## src/rtl/note_sequencer_pkg.sv

```systemverilog
// Shared definitions for the note sequencer: key codes, FSM states and
// buffer entry layout helpers.
package note_sequencer_pkg;

  localparam logic [1:0] KEY_NONE = 2'b00;
  localparam logic [1:0] KEY_DO   = 2'b01;
  localparam logic [1:0] KEY_RE   = 2'b10;
  localparam logic [1:0] KEY_MI   = 2'b11;

  localparam int unsigned KEY_W = 2;

  typedef enum logic [1:0] {
    ST_IDLE   = 2'b00,
    ST_RECORD = 2'b01,
    ST_PLAY   = 2'b10
  } state_e;

  // Entry layout, MSB first: {key, offset, duration}.
  function automatic int unsigned entry_width(input int unsigned tw);
    return KEY_W + 2 * tw;
  endfunction

endpackage

```

## src/rtl/note_sequencer_mem.sv

```systemverilog
// Event buffer: register array with synchronous write and asynchronous read.
// Contents are not reset.
module note_sequencer_mem #(
  parameter int unsigned DEPTH = 32,
  parameter int unsigned AW    = 5,
  parameter int unsigned W     = 28
) (
  input  logic          clock,
  input  logic          we,
  input  logic [AW-1:0] waddr,
  input  logic [W-1:0]  wdata,
  input  logic [AW-1:0] raddr,
  output logic [W-1:0]  rdata
);

  logic [W-1:0] mem [DEPTH];

  always_ff @(posedge clock) begin
    if (we) begin
      mem[waddr] <= wdata;
    end
  end

  assign rdata = mem[raddr];

endmodule

```

## src/rtl/note_sequencer.sv

```systemverilog
// Records key events as offsets from the first event and replays them as a
// single-voice key stream against a 0.01 s play clock.
module note_sequencer
  import note_sequencer_pkg::*;
#(
  parameter int unsigned DEPTH = 32,
  parameter int unsigned AW    = 5,
  parameter int unsigned TW    = 13
) (
  input  logic          clock,
  input  logic          reset,
  input  logic          tick,
  input  logic          rec_start,
  input  logic          play_start,
  input  logic          stop,
  input  logic          ev_valid,
  input  logic [1:0]    ev_key,
  input  logic [TW-1:0] ev_start,
  input  logic [TW-1:0] ev_dur,
  output logic [1:0]    play_key,
  output logic          rec_busy,
  output logic          play_busy,
  output logic [AW:0]   count,
  output logic          overflow,
  output logic          done
);

  localparam int unsigned EW = entry_width(TW);
  localparam logic [AW:0] FULL_COUNT = (AW + 1)'(DEPTH);

  state_e        state_q;
  logic [AW:0]   count_q;
  logic [AW:0]   rd_ptr_q;
  logic [TW-1:0] ptime_q;
  logic [TW-1:0] remaining_q;
  logic [TW-1:0] base_q;
  logic          first_seen_q;
  logic [1:0]    key_q;
  logic          overflow_q;
  logic          done_q;

  logic          any_cmd;
  logic          ev_ok;
  logic          full;
  logic          wr_en;
  logic [TW-1:0] wr_offset;
  logic [EW-1:0] wr_data;
  logic [EW-1:0] rd_data;
  logic [1:0]    rd_key;
  logic [TW-1:0] rd_offset;
  logic [TW-1:0] rd_dur;
  logic          issue;

  always_comb begin
    any_cmd   = stop | rec_start | play_start;
    ev_ok     = (state_q == ST_RECORD) && ev_valid && (ev_key != KEY_NONE) && !any_cmd;
    full      = (count_q == FULL_COUNT);
    wr_en     = ev_ok && !full;
    // Wrapping subtraction keeps offsets correct across a system-time rollover.
    wr_offset = first_seen_q ? (ev_start - base_q) : '0;
    wr_data   = {ev_key, wr_offset, ev_dur};
  end

  note_sequencer_mem #(
    .DEPTH (DEPTH),
    .AW    (AW),
    .W     (EW)
  ) u_mem (
    .clock (clock),
    .we    (wr_en),
    .waddr (count_q[AW-1:0]),
    .wdata (wr_data),
    .raddr (rd_ptr_q[AW-1:0]),
    .rdata (rd_data)
  );

  always_comb begin
    rd_key    = rd_data[EW-1 -: 2];
    rd_offset = rd_data[2*TW-1 -: TW];
    rd_dur    = rd_data[TW-1:0];
    issue     = (state_q == ST_PLAY) && (rd_ptr_q < count_q) && (ptime_q >= rd_offset);
  end

  always_ff @(posedge clock) begin
    if (reset) begin
      state_q      <= ST_IDLE;
      count_q      <= '0;
      rd_ptr_q     <= '0;
      ptime_q      <= '0;
      remaining_q  <= '0;
      base_q       <= '0;
      first_seen_q <= 1'b0;
      key_q        <= KEY_NONE;
      overflow_q   <= 1'b0;
      done_q       <= 1'b0;
    end else begin
      done_q <= 1'b0;
      if (stop) begin
        state_q <= ST_IDLE;
        key_q   <= KEY_NONE;
      end else if (rec_start) begin
        state_q      <= ST_RECORD;
        count_q      <= '0;
        overflow_q   <= 1'b0;
        first_seen_q <= 1'b0;
        key_q        <= KEY_NONE;
      end else if (play_start && (state_q == ST_IDLE) && (count_q != '0)) begin
        state_q     <= ST_PLAY;
        rd_ptr_q    <= '0;
        ptime_q     <= '0;
        remaining_q <= '0;
      end else begin
        unique case (state_q)
          ST_IDLE: begin
          end
          ST_RECORD: begin
            if (ev_ok) begin
              if (full) begin
                overflow_q <= 1'b1;
              end else begin
                count_q <= count_q + 1'b1;
                if (!first_seen_q) begin
                  base_q       <= ev_start;
                  first_seen_q <= 1'b1;
                end
              end
            end
          end
          ST_PLAY: begin
            if (tick && (ptime_q != '1)) begin
              ptime_q <= ptime_q + 1'b1;
            end
            if (issue) begin
              key_q       <= rd_key;
              remaining_q <= (rd_dur == '0) ? TW'(1) : rd_dur;
              rd_ptr_q    <= rd_ptr_q + 1'b1;
            end else if ((rd_ptr_q == count_q) && (remaining_q == '0)) begin
              state_q <= ST_IDLE;
              done_q  <= 1'b1;
            end else if (tick && (remaining_q != '0)) begin
              remaining_q <= remaining_q - 1'b1;
              if (remaining_q == TW'(1)) begin
                key_q <= KEY_NONE;
              end
            end
          end
          default: begin
            state_q <= ST_IDLE;
          end
        endcase
      end
    end
  end

  assign play_key  = key_q;
  assign rec_busy  = (state_q == ST_RECORD);
  assign play_busy = (state_q == ST_PLAY);
  assign count     = count_q;
  assign overflow  = overflow_q;
  assign done      = done_q;

endmodule

```

## config.mk

```make
export PLATFORM = sky130hd
export DESIGN_NAME = note_sequencer
export DESIGN_NICKNAME = d
export VERILOG_FILES = /design/src/rtl/note_sequencer_pkg.sv /design/src/rtl/note_sequencer_mem.sv /design/src/rtl/note_sequencer.sv
export SDC_FILE = /design/constraint.sdc
export NUM_CORES = 1
export LEC_CHECK = 0
export CAP_MARGIN = 20
export CORE_UTILIZATION = 58
export CTS_BUF_LIST = sky130_fd_sc_hd__clkbuf_4
export DETAILED_ROUTE_END_ITERATION = 7
export PLACE_DENSITY = 0.74
export SYNTH_ARGS = -nofsm -noshare
export SYNTH_HDL_FRONTEND = slang
export SYNTH_HIERARCHICAL = 1
export SYNTH_SLANG_ARGS = --single-unit
```

## constraint.sdc

```tcl
create_clock -name clock -period 10.7 [get_ports clock]
set_clock_uncertainty 0.1 [all_clocks]
set_input_delay 1.07 -clock clock [delete_from_list [all_inputs] [get_ports clock]]
set_output_delay 1.07 -clock clock [all_outputs]
set_load 0.02 [all_outputs]
```

# Yosys cells after proc, flatten, opt, wreduce, memory -nomap -nowiden

Memories as Yosys holds them, arrays and structs flattened. A register that Yosys moved wholly into a read port is not among the register bits.
Cells that the tools add are included.
Widths: inputs -> output; s select.

Register bits after elaboration: 58
Bits in writable memories: 896
Memories: 1
Word-level logic and storage cells: 126
Input port bits: 35

Bitwise operators: 8
Eq/ne operators: 16
Multiplexer cells: 42
Add/sub/neg operators: 5
$lt $le $gt $ge: 2
Reductions and logical operators: 41

Memory list:

| name      | depth | bits a word | read ports | clocked after Yosys merged registers in | write ports | line                     | RTL |
|---|---|---|---|---|---|---|---|
| u_mem.mem | 32    | 28          | 1          | 1                                       | 1           | note_sequencer_mem.sv:16 | `logic [W-1:0] mem [DEPTH];` |

Operators with widths:

| cell                  | count |
|---|---|
| $mux 13               | 10 |
| $mux 6                | 8 |
| $logic_not 13->1      | 2 |
| $reduce_and 5->1      | 4 |
| $reduce_bool 2->1     | 9 |
| $mux 1                | 14 |
| $mux 2                | 7 |
| $add 13x1->13 const B | 1 |
| $eq 13x1->1 const B   | 1 |
| $ge 13x13->1          | 1 |
| $ne 13x13->1 const B  | 1 |
| $reduce_bool 13->1    | 1 |
| $sub 13x1->13 const B | 1 |
| $sub 13x13->13        | 1 |
| $add 6x1->6 const B   | 2 |
| $logic_and 1x1->1     | 11 |
| $mux 5                | 2 |
| $reduce_and 4->1      | 2 |
| $reduce_and 7->1      | 1 |
| $eq 6x6->1            | 1 |
| $eq 6x6->1 const B    | 1 |
| $lt 6x6->1            | 1 |
| $ne 2x2->1 const B    | 3 |
| $ne 3x1->1 const B    | 2 |
| other kinds (18)      | 27 |

# Longest topological paths before layout

Gate-level depths: netlist (run 1).

Word-level depth: 8
Mapped depth: 19

# Cells and area by module

The synthesis (run 1) kept the hierarchy.

Modules (own cells, without submodules):

| module             | sequential area each (sq um) | instances | cells an instance | area an instance (sq um) |
|---|---|---|---|---|
| note_sequencer_mem | 26905.8                      | 1         | 1956              | 34887.2 |
| note_sequencer     | 1161.1                       | 1         | 505               | 3935.0 |

# Least setup slack after synthesis (run 1)

Ideal clock, no wire load.

Path kind: input to register
Start point: input port ev_start[0]
End point: memory u_mem.mem[0][21], data pin
Slack: 6.460 ns
Stages: 9
Arrival time: 3.695 ns
Path through: inv_1 -> ha_1 -> inv_1 -> fa_1 -> a211o_1 -> o211ai_1 -> a21oi_1 -> o21a_1 -> nor3_1

Cells in the longest elaborated chain, start to end: 2

RTL lines:

| what                   | line                     | RTL |
|---|---|---|
| from (decl)            | note_sequencer.sv:18     | `input logic [TW-1:0] ev_start,` |
| $sub 13x13->13         | note_sequencer.sv:60     | `wr_offset = first_seen_q ? (ev_start - base_q) : '0;` |
| $mux 13                | note_sequencer.sv:60     |  |
| named net wr_offset[8] | note_sequencer.sv:46     | `logic [TW-1:0] wr_offset;` |
| to (decl)              | note_sequencer_mem.sv:16 |  |

The timed path passes the listed nets, and every way through them passes these cells.

# Final worst setup path (run 1)

Start point: register rd_ptr_q[0]
End point: register remaining_q[10]

Cells in the longest elaborated chain, start to end: 6
Elaborated cells on any way between the ends: 11
Classes of those cells: order compare (1); eq/ne (2); mux (3); reduce/logical (5)

RTL lines:

| what                           | line                  | RTL |
|---|---|---|
| from (decl)                    | note_sequencer.sv:33  | `logic [AW:0] rd_ptr_q;` |
| from (signal assigned)         | note_sequencer.sv:136 | `rd_ptr_q <= rd_ptr_q + 1'b1;` |
| $lt 6x6->1                     | note_sequencer.sv:81  | `issue = (state_q == ST_PLAY) && (rd_ptr_q < count_q) && (ptime_q >= rd_offset);` |
| $logic_and 1x1->1 (2 in a row) | note_sequencer.sv:81  |  |
| $mux 13                        | note_sequencer.sv:133 | `if (issue) begin` |
| $mux 13                        | note_sequencer.sv:113 | `unique case (state_q)` |
| $mux 13                        | note_sequencer.sv:107 | `end else if (play_start && (state_q == ST_IDLE) && (count_q != '0)) begin` |
| to (signal assigned)           | note_sequencer.sv:135 | `remaining_q <= (rd_dur == '0) ? TW'(1) : rd_dur;` |
| to (signal assigned)           | note_sequencer.sv:141 | `remaining_q <= remaining_q - 1'b1;` |
| to (decl)                      | note_sequencer.sv:35  | `logic [TW-1:0] remaining_q;` |

Parallel ways exist; a longest one is shown, timed or not. The select of a mux whose other input is x is not followed.
A chain may end at the register's enable or synchronous reset.

==> results of run 1 <==
## cell usage in the layout, fill, tap and decap left out, types with 37 or more instances in the layout
cell             Yosys  final
edfxtp_1           896    896
mux2i_1            460    460
clkbuf_4             1    326
a21oi_1            128    128
nand2_1            116    116
nand3_1            105    105
a22oi_1             84     84
nor2_1             100     64
buf_4               28     61
dfxtp_1             58     57
a22o_1              56     56
inv_1               50     50
nor3_1              47     46
clkdlybuf4s50_1      0     46
clkinv_1             0     45
ha_1                37     37
## sequential cells by signal, indices dropped and copies added, names as in the netlist
register	flops
rd_ptr_q	6
play_key	2
u_mem/mem	896
overflow	1
state_q	2
count	6
remaining_q	13
done	1
first_seen_q	1
ptime_q	13
base_q	13
## power by group
part           internal (W)  total (W)  switching (W)
clock network       0.00144    0.00282        0.00138
registers           0.00405    0.00405    0.000000413
logic             0.0000329  0.0000862      0.0000533
total               0.00552    0.00696        0.00144
## worst max-delay path: stages, from the launching register on
cell and delay [ns]:
dfxtp_4 1.00, buf_12 0.60, mux2i_1 0.33, a22o_1 0.16
nor3_1 0.05, a31oi_1 0.40, nand3_1 0.28, inv_1 0.13
ha_1 0.25, a21oi_1 0.12, o21ai_0 0.10, a221o_1 0.35
o21a_1 0.49, nor2_1 0.89, o311ai_0 0.35, a31oi_1 0.21
## synthesized netlist by cell type, types with 2 or more instances
master	number	area [sq um]
a211oi_1	5	37.5
a21o_1	5	37.5
clkbuf_1	39	146
buf_6	13	146
and3_1	4	25.0
a22oi_1	84	631
o21a_1	6	45.0
buf_4	28	210
a21boi_0	2	15.0
nor2b_1	6	37.5
buf_1	12	45.0
nand2b_1	9	56.3
or3b_2	3	26.3
o41ai_1	2	17.5
mux2i_1	460	4600
nand4_1	8	50.1
or4_1	5	37.5
o311a_1	2	20.0
a31oi_1	31	194
o211ai_1	2	15.0
or2_1	2	12.5
buf_2	33	165
nand3b_1	9	67.6
edfxtp_1	896	26900
nor3b_1	4	30.0
and2_1	7	43.8
dfxtp_1	58	1160
xnor2_1	11	96.3
nor2_1	100	375
ha_1	37	463
o21ai_0	14	70.1
a311oi_1	3	26.3
and4_1	4	35.0
nand3_1	105	526
o32ai_1	8	70.1
a22o_1	56	490
inv_1	50	188
or3_1	8	50.1
o31ai_1	2	15.0
nor4_1	7	43.8
a21oi_1	128	641
nand2_1	116	435
a21bo_2	2	20.0
xor2_1	10	87.6
nor3_1	47	235
## layer usage
layer | global-route usage | up-vias | part of all wire
li1 | - | 10180 | -
met1 | 0.377 | 11572 | 0.39
met2 | 0.476 | 1132 | 0.49
met3 | 0.0626 | 168 | 0.086
met4 | 0.120 | 2 | 0.030
met5 | 0 | - | 0.00013
## logic make-up after synthesis
kind of cell / after synthesis / synth area share
buf+inv: 177 / 0.0235
xor+xnor: 21 / 0.00474
compound gates: 364 / 0.0633
mux: 460 / 0.119
simple gates: 447 / 0.0545
flops: 954 / 0.723
fa+ha+maj: 38 / 0.0124
## final timing paths
kind                             from  slack [ns]                           end  cells after the start
max reg2reg  rd_ptr_q[0]$_SDFFE_PP0P_        4.50  remaining_q[10]$_SDFFE_PP0P_                     15
min          play_key[0]$_SDFFE_PP0P_        0.39      play_key[0]$_SDFFE_PP0P_                      2
max          rd_ptr_q[0]$_SDFFE_PP0P_        4.50  remaining_q[10]$_SDFFE_PP0P_                     15
min reg2reg  play_key[0]$_SDFFE_PP0P_        0.39      play_key[0]$_SDFFE_PP0P_                      2
## metrics by stage
step | hold slack [ns] | area [sq um]
floorplan | 0.347 | 38800
global placement | 0.359 | 40400
detailed placement | 0.375 | 40500
CTS | 0.385 | 43300
global route | 0.421 | 43600
finish | 0.391 | 43600
## final cells by class
cell class / instances / share of cell area
Antenna cell: 1 / 0.0000574
Clock buffer: 326 / 0.0562
Clock inverter: 66 / 0.00778
Inverter: 50 / 0.00431
Multi-Input combinational cell: 1330 / 0.232
Sequential cell: 954 / 0.644
Tap cell: 864 / 0.0248
Timing Repair Buffer: 125 / 0.0303
==> flow_summary.ini, run 1 <==
[worst_setup_path]
end_kind = register
crit_arrival_ns = 7.11
worstPathRequired_ns = 11.61
criticalPathCategory = reg -> reg
worstPathMaxFanout = 115
cp-start-kind = register

[yosys]
synth-seq-area-share = 0.723
async_flop_share = 0
synth_ff_type = edfxtp_1
synth-edff-count = 896
synth.distinct_cells = 63
netlist_area_sq_um = 38800
syn_nets = 2534
synth-seq-cells = 954
synth_warnings = 6
syn_area_per_cell_sq_um = 15.8
netlist_instances = 2461

[timing]
fin_ws_ns = 4.50
rsz0062_at_grt = false
slew_headroom = 0.197
tns_ns = 0
hold_viol = 0
drv_slew = 0
fin_crit_ns = 6.20
worst_slew_pin_slew_ns = 1.20
post-route-period-util = 0.579
max_freq_ghz = 0.161
finalSetupViolCount = 0

[floorplanning]
rows = 94
dieArea_sq_um = 68000
start_util = 0.588
die_w_microns = 261
die_h_microns = 261
io_pins = 47
core_area_sq_um = 66000

[run_status]
violations = DRC
status = finished with violations

[detailed_routing]
wirelength_microns = 96600
drt_iter0_drc = 2493
via_per_inst = 6.20
drc_errors = 2
ant_nets = 0
wire_per_inst_microns = 26.0
firstDrtPassIters = 7
vias = 23054

[finish]
finalNonFillerCells = 3716
multi_input_area_sq_um = 10100
finish.utilization = 0.660
seq_area_sq_um = 28100
layout-drive-gt1-share = 0.168
area_growth_syn_to_layout_pct = 12.2
fillers = 4539
nNetsFinal = 2758

[placed_design]
place.gp.congestion = 0.818
dp.final_hpwl_microns = 53500
dp_cells = 3311
post-place-ws_ns = 4.71
port_buffers = 46

[clocking]
clock_tree.buffer_depth = 3
cts-root-buf = clkbuf_4
cts_tree = yes
cts_setup_buffers = 0
clock_sinks = 954
tritoncts.num_buffers = 224
cts_resized = 0
clk_latency_ns = 1.09
hold_buffers = 0
h-tree-depth = 4
cts.reportedPaths.clkPinSlew_ns = 0.07

[grt]
grt_use_total = 0.290
grt_max_degree = 147
overflow = 0
grt_pass1_wl_microns = 143000
grt_pass1_vias = 23221
antenna_found_initial = 2

[power]
power.density_nw_per_um2 = 160
ir_drop_uv = 97.9
finalPower_w = 0.00696
leakage_nw = 13.8

[job]
max-cap-violations = 0

[hold_path]
min_path_type = reg -> reg
Power figures use the tool's default switching activity.
==> run 2, diff against run 1 <==
Settings changed: PLACE_DENSITY 0.74 to 0.77.
Clock period 10.7 ns to 5.4 ns, I/O delays scaled along.
==> flow_summary.ini, run 2 (same netlist as run 1, synthesis figures left out) <==
[timing]
hold_viol = 0
tns_ns = 0
drv_slew = 0
rsz0062_at_grt = false
slew_headroom = 0.258
worst_slew_pin_slew_ns = 1.11
max_freq_ghz = 0.216
fin_crit_ns = 4.62
post-route-period-util = 0.856
finalSetupViolCount = 0

[floorplanning]
dieArea_sq_um = 68000
start_util = 0.588
die_w_microns = 261
die_h_microns = 261
core_area_sq_um = 66000
rows = 94
io_pins = 47

[grt]
grt.met1_usage = 0.385
antenna_found_initial = 3
overflow = 0
busiest_layer = met2
grt_pass1_vias = 23428
grt_use_total = 0.289
grt_pass1_wl_microns = 143000
grt_max_degree = 67
use_met3 = 0.0615
grtUsageMet2 = 0.449

[clocking]
tritoncts.num_buffers = 224
cts_tree = yes
clock_sinks = 954
cts_resized = 0
h-tree-depth = 4
clk_latency_ns = 1.08
hold_buffers = 12
cts.reportedPaths.clkPinSlew_ns = 0.06
cts-root-buf = clkbuf_4
cts_setup_buffers = 0
clock_tree.buffer_depth = 3

[placed_design]
place_area_sq_um = 40900
dp.final_hpwl_microns = 56600
place.gp.congestion = 0.849
port_buffers = 46

[finish]
regMostFlops = u_mem/mem
largest_register_ffs = 896
final_cell_mix = edfxtp_1 (896), mux2i_1 (460), clkbuf_4 (324)
area_growth_syn_to_layout_pct = 13.7
layout-drive-gt1-share = 0.176
final_common_cell = edfxtp_1
postLayoutCellArea_sq_um = 44100
finish.utilization = 0.669
nNetsFinal = 2806

[detailed_routing]
via_per_inst = 6.19
ant_nets = 0
vias = 23348
wire_per_inst_microns = 25.7
wirelength_microns = 96800
firstDrtPassIters = 6
drt_iter0_drc = 2570
drc_errors = 0

[worst_setup_path]
end_kind = register
cp-start-kind = register
critPathSlowestCell = nor2b_4
criticalPathCategory = reg -> reg
crit_arrival_ns = 5.45
max_stage_delay_ns = 0.80
worstPathRequired_ns = 6.23
worstPathMaxFanout = 33
path_cells = nor2b_4 -> buf_12 -> a22oi_1 -> a31oi_1 -> nand3_1 -> inv_1 -> ha_1 -> a21oi_1 -> a21boi_0 -> o311a_1 -> o21ai_2 -> a31oi_2 -> nand2b_1 -> o32ai_1

[power]
ir_drop_uv = 253
swShare = 0.208
power.density_nw_per_um2 = 314
internal_power_w = 0.0110
power.switching_w = 0.00288
comb_power_share = 0.012
pwr-share-clk = 0.409
leakage_nw = 14.1
p_seq_frac = 0.579

[job]
max-cap-violations = 0

[hold_path]
min_path_type = in -> reg

[run_status]
status = finished, final reports clean
## run 2: cell count changes in the layout (fill, tap and decap cells not counted), moves of 4 or more
cell | before | now
buf_12 | 2 | 10
diode_2 | 1 | 8
clkinv_2 | 9 | 5
inv_6 | 4 | 0
buf_4 | 61 | 87
dlygate4sd3_1 | 0 | 12
clkinv_1 | 45 | 53
## run 2: stage by stage
step	worst slack [ns]	std cells	hold slack, ns	total power (W)
global placement	0.876	3339	0.369	0.00833
detailed placement	0.784	3345	0.362	0.00833
CTS	0.870	3752	0.00901	0.0139
global route	0.556	3773	0.00871	0.0143
finish	0.780	3774	0.0721	0.0139
floorplan	1.67	2461	0.347	0.00823
## run 2: area by class of cell
cell class | instances | area [sq um]
Clock inverter | 71 | 383
Fill cell | 4451 | 21900
Inverter | 50 | 188
Tap cell | 864 | 1080
Clock buffer | 324 | 2430
Timing Repair Buffer | 173 | 1830
Antenna cell | 8 | 20.0
Multi-Input combinational cell | 1330 | 10100
Sequential cell | 954 | 28100
## run 2: final timing paths
kind,start,to,slack (ns),cells after the start
max reg2reg,rd_ptr_q[1]$_SDFFE_PP0P_,remaining_q[6]$_SDFFE_PP0P_,0.78,14
min,ev_dur[7],u_mem/mem[10][7]$_DFFE_PP_,0.07,1
max,rd_ptr_q[1]$_SDFFE_PP0P_,remaining_q[6]$_SDFFE_PP0P_,0.78,14
min reg2reg,play_key[1]$_SDFFE_PP0P_,play_key[1]$_SDFFE_PP0P_,0.37,2
## run 2: layer usage
layer | routed length, microns | share of wire
met1 | 37800 | 0.39
met4 | 4540 | 0.047
met5 | 0 | 0
met3 | 9150 | 0.094
met2 | 45300 | 0.47
## run 2: power groups by stage
stage               combinational, W  clock (W)  sequential, W
finish                      0.000171    0.00566        0.00802
global route                0.000185    0.00612        0.00802
CTS                         0.000152    0.00575        0.00803
detailed placement          0.000145          0        0.00819
global placement            0.000139          0        0.00819
floorplan                  0.0000465          0        0.00819
## run 2: critical path, delay by kind of cell, from the launching register on
| kind | cells | cell delay, ns |
|---|---|---|
| simple gates | 3 | 1.27 |
| compound gates | 8 | 1.89 |
| fa+ha+maj | 1 | 0.25 |
| buf+inv | 2 | 0.39 |
| flops | 1 | 0.56 |
